File: src/rtl/codificador_entrada.sv
// rtl/codificador_entrada.sv - assembles four BCD digits into two binary operands a and b
module codificador_entrada #(
    parameter int TIMEOUT = 50_000_000
) (
    input  logic       clk,
    input  logic       reset,
    input  logic [3:0] digit,
    input  logic       digit_valid,
    input  logic       cancel,
    output logic [6:0] a,
    output logic [6:0] b,
    output logic       out_valid,
    output logic       busy,
    output logic [1:0] entry_pos,
    output logic       err,
    output logic       timeout
);

    // A zero TIMEOUT would give a zero-width timer; keep one bit and hold it at 0.
    localparam int TW    = (TIMEOUT > 0) ? $clog2(TIMEOUT + 1) : 1;
    localparam int TLAST = (TIMEOUT > 0) ? TIMEOUT - 1 : 0;

    typedef enum logic [1:0] {
        S_DEZ_A = 2'd0,
        S_UNI_A = 2'd1,
        S_DEZ_B = 2'd2,
        S_UNI_B = 2'd3
    } state_t;

    state_t        state_q;
    logic [6:0]    part_a_q;
    logic [6:0]    tens_b_q;
    logic [6:0]    a_q;
    logic [6:0]    b_q;
    logic          out_valid_q;
    logic          err_q;
    logic          timeout_q;
    logic [TW-1:0] timer_q;

    logic [6:0]    digit_ext;
    logic [6:0]    tens_d;
    logic          digit_ok;
    logic          expire;
    logic [TW-1:0] timer_d;

    // Digit arithmetic and idle-timer next value; tens use shift-add instead of a multiplier.
    always_comb begin
        digit_ext = {3'b000, digit};
        tens_d    = (digit_ext << 3) + (digit_ext << 1);
        digit_ok  = (digit <= 4'd9);
        expire    = (TIMEOUT != 0) && (state_q != S_DEZ_A) && (timer_q == TW'(TLAST));
        if ((state_q == S_DEZ_A) || (TIMEOUT == 0)) begin
            timer_d = '0;
        end else begin
            timer_d = timer_q + TW'(1);
        end
    end

    // Entry FSM: priority reset > cancel > digit_valid > timer expiry; all outputs registered.
    always_ff @(posedge clk) begin
        if (reset) begin
            state_q     <= S_DEZ_A;
            part_a_q    <= '0;
            tens_b_q    <= '0;
            a_q         <= '0;
            b_q         <= '0;
            out_valid_q <= 1'b0;
            err_q       <= 1'b0;
            timeout_q   <= 1'b0;
            timer_q     <= '0;
        end else begin
            out_valid_q <= 1'b0;
            err_q       <= 1'b0;
            timeout_q   <= 1'b0;
            if (cancel) begin
                state_q  <= S_DEZ_A;
                part_a_q <= '0;
                tens_b_q <= '0;
                timer_q  <= '0;
            end else if (digit_valid) begin
                if (digit_ok) begin
                    timer_q <= '0;
                    case (state_q)
                        S_DEZ_A: begin
                            part_a_q <= tens_d;
                            state_q  <= S_UNI_A;
                        end
                        S_UNI_A: begin
                            part_a_q <= part_a_q + digit_ext;
                            state_q  <= S_DEZ_B;
                        end
                        S_DEZ_B: begin
                            tens_b_q <= tens_d;
                            state_q  <= S_UNI_B;
                        end
                        default: begin
                            a_q         <= part_a_q;
                            b_q         <= tens_b_q + digit_ext;
                            out_valid_q <= 1'b1;
                            part_a_q    <= '0;
                            tens_b_q    <= '0;
                            state_q     <= S_DEZ_A;
                        end
                    endcase
                end else begin
                    // Rejected digit leaves state, partials and timer untouched.
                    err_q <= 1'b1;
                end
            end else if (expire) begin
                state_q   <= S_DEZ_A;
                part_a_q  <= '0;
                tens_b_q  <= '0;
                timer_q   <= '0;
                timeout_q <= 1'b1;
            end else begin
                timer_q <= timer_d;
            end
        end
    end

    assign a         = a_q;
    assign b         = b_q;
    assign out_valid = out_valid_q;
    assign err       = err_q;
    assign timeout   = timeout_q;
    assign entry_pos = state_q;
    assign busy      = (state_q != S_DEZ_A);

endmodule

File: config.mk
export PLATFORM = sky130hd
export DESIGN_NAME = codificador_entrada
export DESIGN_NICKNAME = d
export VERILOG_FILES = /design/src/rtl/codificador_entrada.sv
export SDC_FILE = /design/constraint.sdc
export NUM_CORES = 1
export LEC_CHECK = 0
export ABC_AREA = 1
export BUFFER_PORTS_ARGS = -buffer_cell sky130_fd_sc_hd__clkbuf_2
export CAP_MARGIN = 10
export CORE_MARGIN = 2
export CORE_UTILIZATION = 56
export CTS_CLUSTER_DIAMETER = 60
export DETAILED_ROUTE_END_ITERATION = 6
export PLACE_DENSITY = 0.75
export SYNTH_ARGS = -nofsm -noshare
export SYNTH_HDL_FRONTEND = slang
export SYNTH_SLANG_ARGS = --single-unit
File: constraint.sdc
create_clock -name clk -period 2.2 [get_ports clk]
set_input_delay 0.44 -clock clk [delete_from_list [all_inputs] [get_ports clk]]
set_output_delay 0.44 -clock clk [all_outputs]
set_load 0.02 [all_outputs]
==> results of run 1 <==
[power breakdown]
group	leakage (nW)	switching, mW	internal [mW]
clock network	0.0920	0.427	0.458
logic	1.08	0.102	0.0530
registers	0.467	0.00637	1.06
total	1.64	0.535	1.57
[registers in the layout, indices dropped and copies added (netlist names)]
signal and count:
a 7, b 7, entry_pos 2, err 1, out_valid 1, part_a_q 7, tens_b_q 6, timeout 1
timer_q 26
[area by class of cell]
type	instances	area (um2)	area share, %
Clock buffer	12	155	4.13
Clock inverter	3	15.0	0.400
Inverter	58	218	5.79
Multi-Input combinational cell	360	1920	51.1
Sequential cell	58	1160	30.9
Tap cell	75	93.8	2.50
Timing Repair Buffer	35	195	5.19
[per-layer routing]
layer / share of wire, % / global-route usage (%)
met1: 45 / 30.0
met2: 48 / 42.5
met3: 4.5 / 4.78
met4: 2.1 / 12.2
met5: 0 / 0
[synthesized netlist by cell type, drive strengths merged]
| cell | count |
|---|---|
| a31oi | 1 |
| nand2 | 153 |
| buf | 6 |
| fa | 3 |
| nand3b | 2 |
| or2 | 1 |
| clkbuf | 3 |
| xnor2 | 4 |
| nor3 | 7 |
| ha | 14 |
| xor2 | 13 |
| o21a | 2 |
| a21oi | 28 |
| nand4 | 8 |
| nor2 | 51 |
| a22oi | 5 |
| dfxtp | 58 |
| clkinv | 1 |
| o22ai | 1 |
| nand3 | 37 |
| o21ai | 30 |
| inv | 57 |
[final timing paths]
path	slack (ns)	depth (start not counted)	startpoint	endpoint
max	0.34	12	entry_pos[0]	timer_q[2]
min	0.37	2	digit_valid	timeout
min reg2reg	0.46	2	a[1]	a[1]
max reg2reg	0.34	12	entry_pos[0]	timer_q[2]
[layout by cell type (no fill, tap or decap)]
master / synthesis / final
a21oi_1: 28 / 28
nand3_2: 4 / 4
or2_2: 1 / 1
nor3_4: 1 / 1
o21ai_2: 1 / 1
o21ai_1: 7 / 7
xnor2_1: 4 / 4
o21ai_0: 22 / 22
nand4_1: 8 / 8
buf_4: 2 / 8
inv_2: 2 / 2
inv_1: 55 / 55
nand2_4: 3 / 3
a22oi_1: 5 / 5
clkinv_1: 1 / 1
nor2_2: 6 / 6
nand2_2: 6 / 6
ha_1: 14 / 14
nor2_1: 42 / 42
clkinv_2: 0 / 3
nor3_1: 6 / 6
nand2_1: 144 / 144
o21a_1: 2 / 2
clkbuf_1: 3 / 1
nand3_1: 32 / 32
xor2_1: 13 / 13
clkbuf_2: 0 / 27
nor2_4: 3 / 3
dfxtp_1: 58 / 58
nand3_4: 1 / 1
fa_1: 3 / 3
a31oi_1: 1 / 1
o22ai_1: 1 / 1
clkbuf_8: 0 / 11
nand3b_1: 2 / 2
[worst max-delay path, cell delays in order, from the launching register on]
cell and delay, ns:
dfxtp_1 0.39, inv_1 0.08, ha_1 0.22, inv_2 0.10, nand2_1 0.05, nor2_1 0.10, nand2_1 0.09, nor2_4 0.18
nand3_2 0.14, nand2_4 0.11, nand2_2 0.10, nand2_4 0.13, nor2_1 0.05
[stage by stage]
step	std cells	hold WS (ns)
6_report	601	0.368
5_1_grt	601	0.386
4_1_cts	601	0.364
3_5_place_dp	586	0.453
3_3_place_gp	586	0.450
2_1_floorplan	485	0.448
[logic make-up after synthesis]
kind of cell    after synthesis  share of synthesized area (%)
xor+xnor                     17                           4.44
buf+inv                      67                           8.07
simple gates                259                           35.1
flops                        58                           34.7
compound gates               67                           10.7
fa+ha+maj                    17                           7.02
==> run summary, run 1 <==
status - completed
largest net degree at the start of global routing - 15
period utilization - 84.5%
Synth Register Bits - 58
Routed WL - 7610 um
Max FO, Critical Path - 7
Post-DP HPWL - 5790 um
DR pass1 iterations - 5
Final Util - 64.2%
Distinct cells, synth - 34
PostCTS Resize Cnt - 0
Total Routing Usage GR - 24.9%
# hold bufs at CTS - 0
routed len/inst - 12.7 um
fillcell total - 538
vias in the first global route - 2,844
Synth area leaders - dfxtp_1 (35%), nand2_1 (16%), inv_1 (6.2%)
CP Launch Type - flop
Post-Synthesis Cells - 485
fin nets - 547
Syn Area/Cell - 6.91 um2
GPL Wtd Cong - 0.944
Max clock buf depth - 2
Hold WC Path Type - input port to flop
Synth area leader - dfxtp_1
initial antenna violation count - 0
Worst-path clk slew - 0.06 ns
initial core utilization - 57.3%
post-route setup slack - 0.341 ns
Syn Nets - 510
Critical Path AT - 2.10 ns
Slew Viols, Final - 0
FP Rows - 28
TritonCTS clock tree - done
via count - 3,178
DRC Markers - 0
RSZ-0062 raised after global routing - no
crit path kind - flop to flop
Total Power - 2.10 mW
Core ar. - 5850 um2
vias per cell - 5.29
share of layout cells above drive strength 1 - 14.6%
H-Tree Depth - 3
setup repair bufs after CTS - 0
first-pass GRT wire length - 12,600 um
P per Cell Area - 559 nW/um2
Tightest Pin Transition - 0.780 ns
sequential element share of the synthesized area - 34.7%
total overflow reported by the global router - 0
Clock Latency Late Sink - 0.35 ns
diodes inserted - 0
Die X - 81.4 um
CTS Buf Count - 9
leakage - 1.64 nW
# setup viols final - 0
io pins - 28
CTS Sinks - 58
Netlist Area Pre-Place - 3350 um2
Peak Freq - 0.538 GHz
Rel. slew slack - 47.8%
YS warnings - 0
post-route cell area - 3760 um2
setup TNS - 0 ns
Area Growth Syn to Fin - 12.1%
Placed Area - 3590 um2
post-synth top area share - 34.7%
Clock Tree Root - clkbuf_8
initial detailed-routing violation count - 130
antenna viol nets, final - 0
Peak VDD IR - 321 uV
CP required - 2.44 ns
max-cap violations - 0
worst clock skew - 0.00970 ns
full die area - 6620 um2
Die H - 81.4 um
I/O Buffers - 27
dpl ws - 0.230 ns
Tmin final - 1.86 ns
Worst Setup End Kind - flop
Fin. Hold Viols - 0
Power figures use the tool's default switching activity.
==> run 2, diff against run 1 <==
--- a/config.mk
+++ b/config.mk
@@ -5,11 +5,11 @@
 export SDC_FILE = /design/constraint.sdc
 export NUM_CORES = 1
 export LEC_CHECK = 0
-export ABC_AREA = 1
+export ABC_AREA = 0
 export BUFFER_PORTS_ARGS = -buffer_cell sky130_fd_sc_hd__clkbuf_2
 export CAP_MARGIN = 10
 export CORE_MARGIN = 2
-export CORE_UTILIZATION = 56
+export CORE_UTILIZATION = 53
 export CTS_CLUSTER_DIAMETER = 60
 export DETAILED_ROUTE_END_ITERATION = 6
 export PLACE_DENSITY = 0.75
==> constraint.sdc (replaced) <==
create_clock -name clk -period 1.64 [get_ports clk]
set_input_delay 0.328 -clock clk [delete_from_list [all_inputs] [get_ports clk]]
set_output_delay 0.328 -clock clk [all_outputs]
set_load 0.02 [all_outputs]
==> run summary, run 2 <==
RSZ-0062 raised after global routing - yes (was no)
Synth area leaders - dfxtp_1 (37%), ha_1 (5.6%), nand2_1 (4.8%) (was dfxtp_1 (35%), nand2_1 (16%), inv_1 (6.2%))
Tmin final - 2.43 ns (was 1.86 ns)
Slew Viols, Final - 0 (unchanged)
CTS Buf Count - 9 (unchanged)
Syn Nets - 394 (was 510)
P per Cell Area - 732 nW/um2 (was 559 nW/um2)
initial detailed-routing violation count - 154 (was 130)
leakage - 1.91 nW (was 1.64 nW)
R2R depth - 9 (was 12)
number of flops mapped to enable cells by yosys - 0 (unchanged)
CTS Sinks - 58 (unchanged)
# hold bufs at CTS - 0 (unchanged)
most frequent cells in the layout - buf_4 (92), dfxtp_1 (47), nand2_1 (40), nor2_1 (40), clkbuf_2 (26) (was nand2_1 (144), dfxtp_1 (58), inv_1 (55), nor2_1 (42), nand3_1 (32))
post-synth top area share - 37.1% (was 34.7%)
full die area - 6530 um2 (was 6620 um2)
# setup viols final - 41 (was 0)
total overflow reported by the global router - 0 (unchanged)
share of layout cells above drive strength 1 - 39.2% (was 14.6%)
status - complete, but fails checks (was completed)
Die X - 80.8 um (was 81.4 um)
sequential element share of the synthesized area - 37.1% (was 34.7%)
Core ar. - 5610 um2 (was 5850 um2)
Worst-path clk slew - 0.07 ns (was 0.06 ns)
Hold WC Path Type - input port to flop (unchanged)
CP startpoint - entry_pos[1] (was entry_pos[0])
CP Cell Sequence - inv_4 -> ha_4 -> or3b_4 -> or4_4 -> o31ai_4 -> buf_4 -> buf_6 -> a21oi_4 -> a22o_1 (was inv_1 -> ha_1 -> inv_2 -> nand2_1 -> nor2_1 -> nand2_1 -> nor2_4 -> nand3_2 -> nand2_4 -> nand2_2 -> nand2_4 -> nor2_1)
via count - 3,405 (was 3,178)
max reg flops - 26 (unchanged)
post-route setup slack - -0.785 ns (was 0.341 ns)
Critical Path AT - 2.66 ns (was 2.10 ns)
critical path's slowest cell - or4_4 (was dfxtp_1)
Max clock buf depth - 2 (unchanged)
WHS - 0.289 ns (was 0.368 ns)
Placed Area - 4080 um2 (was 3590 um2)
TritonCTS clock tree - done (unchanged)
Total Power - 3.38 mW (was 2.10 mW)
CP required - 1.87 ns (was 2.44 ns)
Tightest Pin Transition - 0.359 ns (was 0.780 ns)
peak per-stage delay on the critical path - 0.45 ns (was 0.39 ns)
vias in the first global route - 3,348 (was 2,844)
diodes inserted - 0 (unchanged)
clock network power share - 48.2% (was 42.1%)
Peak Freq - 0.412 GHz (was 0.538 GHz)
power share of the sequential group - 42.1% (was 50.5%)
CP Launch Type - flop (unchanged)
Die H - 80.8 um (was 81.4 um)
setup TNS - -22.32 ns (was 0 ns)
vias per cell - 5.93 (was 5.29)
Hold Crit Depth - 2 (unchanged)
Top reg by flops - timer_q (unchanged)
crit path kind - flop to flop (unchanged)
crit path to - entry_pos[0] (was timer_q[2])
Worst Setup End Kind - flop (unchanged)
commonest non-fill, non-tap cell in the layout - buf_4 (was nand2_1)
Int Pwr - 2.60 mW (was 1.57 mW)
area of the multi-input gates - 2010 um2 (was 1920 um2)
I/O Buffers - 27 (unchanged)
DR pass1 iterations - 5 (unchanged)
DRC Markers - 0 (unchanged)
GPL Wtd Cong - 0.905 (was 0.944)
count leader, synth - dfxtp_1 (was nand2_1)
Peak VDD IR - 638 uV (was 321 uV)
Post-Synthesis Cells - 369 (was 485)
Post-synth ARST share - 0% (unchanged)
Rel. slew slack - 75.9% (was 47.8%)
largest net degree at the start of global routing - 17 (was 15)
Clock Latency Late Sink - 0.35 ns (about the same)
max-cap violations - 0 (unchanged)
combinational share of power - 9.7% (was 7.4%)
Netlist Area Pre-Place - 3130 um2 (was 3350 um2)
Max FO, Critical Path - 3 (was 7)
post-route cell area - 4610 um2 (was 3760 um2)
period utilization - 148% (was 84.5%)
Area Growth Syn to Fin - 47.6% (was 12.1%)
sequential standard cell area - 1180 um2 (was 1160 um2)
switching power total - 0.781 mW (was 0.535 mW)
YS warnings - 0 (unchanged)
routed len/inst - 17.0 um (was 12.7 um)
initial antenna violation count - 0 (unchanged)
H-Tree Depth - 3 (unchanged)
Routed WL - 9750 um (was 7610 um)
Synth Register Bits - 58 (unchanged)
antenna viol nets, final - 0 (unchanged)
first-pass GRT wire length - 15,000 um (was 12,600 um)
Synth area leader - dfxtp_1 (unchanged)
Clock Tree Root - clkbuf_8 (unchanged)
Commonest cells post-synth - dfxtp_1 (58), nand2_1 (40), nor2_1 (40), a21oi_1 (19), nand4_1 (15) (was nand2_1 (144), dfxtp_1 (58), inv_1 (55), nor2_1 (42), nand3_1 (32))
Fin. Hold Viols - 0 (unchanged)
io pins - 28 (unchanged)
violated checks - setup timing
Total Routing Usage GR - 30.3% (was 24.9%)
RR Startpoint - entry_pos[1] (was entry_pos[0])
reg-to-reg critical path endpoint - entry_pos[0] (was timer_q[2])
initial core utilization - 55.7% (was 57.3%)
Syn Area/Cell - 8.47 um2 (was 6.91 um2)
Worst R2R Setup Slack - -0.79 ns (was 0.34 ns)
fillcell total - 334 (was 538)
FP Rows - 27 (was 28)
Distinct cells, synth - 54 (was 34)
worst clock skew - 0.0107 ns (was 0.00970 ns)
fin nets - 522 (was 547)
predominant post-synthesis flop cell - dfxtp_1 (unchanged)
switching share of power - 23.1% (was 25.5%)
Post-DP HPWL - 6670 um (was 5790 um)
==> run 2: cell count changes after synthesis, sizes merged, moves of 10 or more <==
cell | previous run | this run
nand2 | 153 | 40
inv | 57 | 14
nand3 | 37 | 13
o21ai | 30 | 10
nor2 | 51 | 41
nor4 | 0 | 10
==> run 2: final cells by class <==
| class | count | share of cell area [%] |
|---|---|---|
| Clock buffer | 13 | 3.90 |
| Clock inverter | 3 | 1.44 |
| Inverter | 14 | 1.30 |
| Multi-Input combinational cell | 281 | 43.7 |
| Sequential cell | 58 | 25.6 |
| Tap cell | 72 | 1.95 |
| Timing Repair Buffer | 133 | 22.2 |
==> run 2: critical path: cells and delay by family, from the launching register on <==
| kind | cells | cell delay, ns |
|---|---|---|
| flip-flops | 1 | 0.37 |
| AO/OA/AOI/OAI | 3 | 0.62 |
| buffers and inverters | 3 | 0.34 |
| adder cells (fa/ha/maj) | 1 | 0.15 |
| AND/OR/NAND/NOR | 2 | 0.84 |
==> run 2: stage by stage <==
step	worst slack (ns)	cells	utilization, %
6_report	-0.785	574	82.3
5_1_grt	-0.817	574	82.3
4_1_cts	-0.729	566	78.7
3_5_place_dp	-0.726	550	72.8
3_3_place_gp	-0.659	550	72.8
2_1_floorplan	-0.756	369	-
==> run 2: worst min path at each step <==
stage | startpoint | to | slack, ns
final | digit_valid | timeout | 0.29
after detailed placement | a[6] | a[6] | 0.45
after CTS | digit_valid | timeout | 0.26
after floorplan | timer_q[22] | timer_q[22] | 0.44
after global routing | digit_valid | timeout | 0.30
after global placement | b[1] | b[1] | 0.44
==> run 2: power by group through the flow <==
stage / logic [mW] / registers [mW] / clock network, mW
2_1_floorplan: 0.134 / 1.45 / 0
3_3_place_gp: 0.268 / 1.45 / 0
3_5_place_dp: 0.274 / 1.45 / 0
4_1_cts: 0.289 / 1.42 / 1.66
5_1_grt: 0.350 / 1.42 / 1.72
6_report: 0.329 / 1.42 / 1.63
==> run 2: layer usage <==
metal	vias up	wire [um]	GRT usage (%)
li1	1622	-	-
met1	1605	3830	33.0
met2	141	5010	54.5
met3	37	551	6.56
met4	0	355	17.3
met5	-	0	0
==> run 2: cell families after synthesis <==
group | after synthesis | synth area share [%]
and+or+nand+nor | 165 | 27.1
buffers and inverters | 30 | 4.20
AOI/OAI and AO/OA | 80 | 18.7
xor gates and xnor gates | 19 | 5.32
adders and majority gates | 17 | 7.53
DFF | 58 | 37.1
==> run 2: repair_timing <==
action,CTS,global route
cloned,1,0
pin swaps,10,18
setup buffers,0,8
gates resized for setup,23,37
setup endpoints to repair,44,44
==> run 3, diff against run 2 <==
--- a/config.mk
+++ b/config.mk
@@ -8,11 +8,13 @@
 export ABC_AREA = 0
 export BUFFER_PORTS_ARGS = -buffer_cell sky130_fd_sc_hd__clkbuf_2
 export CAP_MARGIN = 10
+export CELL_PAD_IN_SITES_DETAIL_PLACEMENT = 1
+export CELL_PAD_IN_SITES_GLOBAL_PLACEMENT = 1
 export CORE_MARGIN = 2
-export CORE_UTILIZATION = 53
+export CORE_UTILIZATION = 40
 export CTS_CLUSTER_DIAMETER = 60
 export DETAILED_ROUTE_END_ITERATION = 6
-export PLACE_DENSITY = 0.75
+export PLACE_DENSITY_LB_ADDON = 0.1
 export SYNTH_ARGS = -nofsm -noshare
 export SYNTH_HDL_FRONTEND = slang
 export SYNTH_SLANG_ARGS = --single-unit
==> run summary, run 3 (synthesis results as in run 2) <==
post-route setup slack - -0.725 ns (was -0.785 ns)
Non-Filler Instances - 605 (was 574)
Worst Setup End Kind - flop (unchanged)
TritonCTS clock tree - done (unchanged)
io pins - 28 (unchanged)
routed len/inst - 18.7 um (was 17.0 um)
reg-to-reg critical path endpoint - timer_q[10] (was entry_pos[0])
Worst-path clk slew - 0.07 ns (about the same)
leakage - 1.89 nW (was 1.91 nW)
CP most frequent cell - or4_4
Critical Path AT - 2.59 ns (was 2.66 ns)
critical path's slowest cell - or4_4 (unchanged)
initial core utilization - 40.9% (was 55.7%)
DRC Markers - 0 (unchanged)
hold_sp - digit_valid (unchanged)
Tightest Pin Transition - 0.455 ns (was 0.359 ns)
CTS Buf Count - 9 (unchanged)
largest net degree at the start of global routing - 19 (was 17)
initial detailed-routing violation count - 126 (was 154)
Clock Latency Late Sink - 0.35 ns (about the same)
Routed WL - 11,300 um (was 9750 um)
via count - 3,386 (was 3,405)
fin nets - 523 (was 522)
Core ar. - 7650 um2 (was 5610 um2)
Hold WC Path Type - input port to flop (unchanged)
H-Tree Depth - 3 (unchanged)
GPL Wtd Cong - 0.877 (was 0.905)
setup TNS - -20.25 ns (was -22.32 ns)
crit path kind - flop to flop (unchanged)
share of layout cells above drive strength 1 - 41.4% (was 39.2%)
RSZ-0062 raised after global routing - yes (unchanged)
CP Cell Sequence - or4_4 -> or4_4 -> o31ai_4 -> buf_12 -> nor2_4 -> a311o_1 (was inv_4 -> ha_4 -> or3b_4 -> or4_4 -> o31ai_4 -> buf_4 -> buf_6 -> a21oi_4 -> a22o_1)
dpl cells - 581 (was 550)
Rel. slew slack - 69.6% (was 75.9%)
Slew Viols, Final - 0 (unchanged)
Total Power - 3.02 mW (was 3.38 mW)
Worst Hold End - timeout (unchanged)
Post-DP HPWL - 7590 um (was 6670 um)
Die H - 92.4 um (was 80.8 um)
CP bufs+invs - 1 (was 3)
Top reg by flops - timer_q (unchanged)
initial antenna violation count - 0 (unchanged)
worst clock skew - 0.0110 ns (was 0.0107 ns)
Clock Tree Root - clkbuf_8 (unchanged)
most frequent cells in the layout - buf_4 (93), dfxtp_1 (49), nand2_1 (39), nor2_1 (32), clkbuf_2 (26) (was buf_4 (92), dfxtp_1 (47), nand2_1 (40), nor2_1 (40), clkbuf_2 (26))
Final Util - 60.9% (was 82.3%)
CP required - 1.87 ns (about the same)
Peak VDD IR - 516 uV (was 638 uV)
# setup viols final - 41 (unchanged)
Crit path max-delay family - simple AND/OR/NAND/NOR gates (unchanged)
Total Routing Usage GR - 26.2% (was 30.3%)
max-cap violations - 0 (unchanged)
full die area - 8540 um2 (was 6530 um2)
CTS Sinks - 58 (unchanged)
diodes inserted - 0 (unchanged)
Peak Freq - 0.423 GHz (was 0.412 GHz)
Fin. Hold Viols - 0 (unchanged)
P per Cell Area - 648 nW/um2 (was 732 nW/um2)
period utilization - 144% (was 148%)
DR pass1 iterations - 4 (was 5)
status - complete, but fails checks (unchanged)
Max FO, Critical Path - 18 (was 3)
vias per cell - 5.60 (was 5.93)
Tmin final - 2.36 ns (was 2.43 ns)
Area Growth Syn to Fin - 48.9% (was 47.6%)
dpl ws - -0.706 ns (was -0.726 ns)
I/O Buffers - 27 (unchanged)
commonest non-fill, non-tap cell in the layout - buf_4 (unchanged)
Worst R2R Setup Slack - -0.72 ns (was -0.79 ns)
first-pass GRT wire length - 17,500 um (was 15,000 um)
Max clock buf depth - 2 (unchanged)
violated checks - setup timing (unchanged)
# hold bufs at CTS - 0 (unchanged)
RR Startpoint - timer_q[24] (was entry_pos[1])
peak per-stage delay on the critical path - 0.55 ns (was 0.45 ns)
CP Launch Type - flop (unchanged)
total overflow reported by the global router - 0 (unchanged)
vias in the first global route - 3,597 (was 3,348)
antenna viol nets, final - 0 (unchanged)
max reg flops - 26 (unchanged)
Die X - 92.4 um (was 80.8 um)
Hold Crit Depth - 2 (unchanged)
FP Rows - 32 (was 27)
R2R depth - 6 (was 9)
[run 3: area by class of cell]
| cell class | instances | area [um2] |
|---|---|---|
| clock inverter | 2 | 10.0 |
| inverter | 14 | 60.1 |
| clock buffer | 14 | 173 |
| sequential | 58 | 1180 |
| tap | 102 | 128 |
| timing repair buffer | 134 | 1040 |
| multi-input combinational | 281 | 2060 |
| fill | 918 | 2990 |
[run 3: what timing repair did]
item,4_1_cts,5_1_grt
gates cloned,2,0
buffers inserted,5,3
gates resized for setup,41,33
pin swaps,20,9
setup endpoints to repair,43,46
[run 3: metrics by stage]
stage	instance area (um2)	hold slack, ns
6_report	4650	0.285
5_1_grt	4650	0.292
4_1_cts	4520	0.262
3_5_place_dp	4140	0.453
3_3_place_gp	4140	0.441
2_1_floorplan	3170	0.443
[run 3: routing by layer]
layer	global-route usage (%)	routed length, um	vias to the layer above	share of wire, %
met1	27.7	4640	1701	41
met2	50.8	6230	42	55
met5	0	0	-	0
met4	9.70	205	0	1.8
met3	5.04	264	18	2.3
li1	-	-	1625	-
[run 3: report_power, final]
part	internal, mW	leakage (nW)	switching [mW]
combinational	0.146	1.32	0.180
sequential	1.41	0.473	0.00833
clock	0.669	0.0965	0.602
total	2.23	1.89	0.789
[run 3: worst max-delay path by stage]
| stage | start | slack, ns | end | depth (start not counted) |
|---|---|---|---|---|
| after CTS | timer_q[24] | -0.71 | timer_q[14] | 6 |
| after global placement | entry_pos[1] | -0.65 | timer_q[14] | 8 |
| after global routing | timer_q[24] | -0.77 | timer_q[10] | 6 |
| final | timer_q[24] | -0.72 | timer_q[10] | 6 |
| after floorplan | entry_pos[1] | -0.76 | timer_q[10] | 9 |
| after detailed placement | entry_pos[1] | -0.71 | timer_q[7] | 8 |
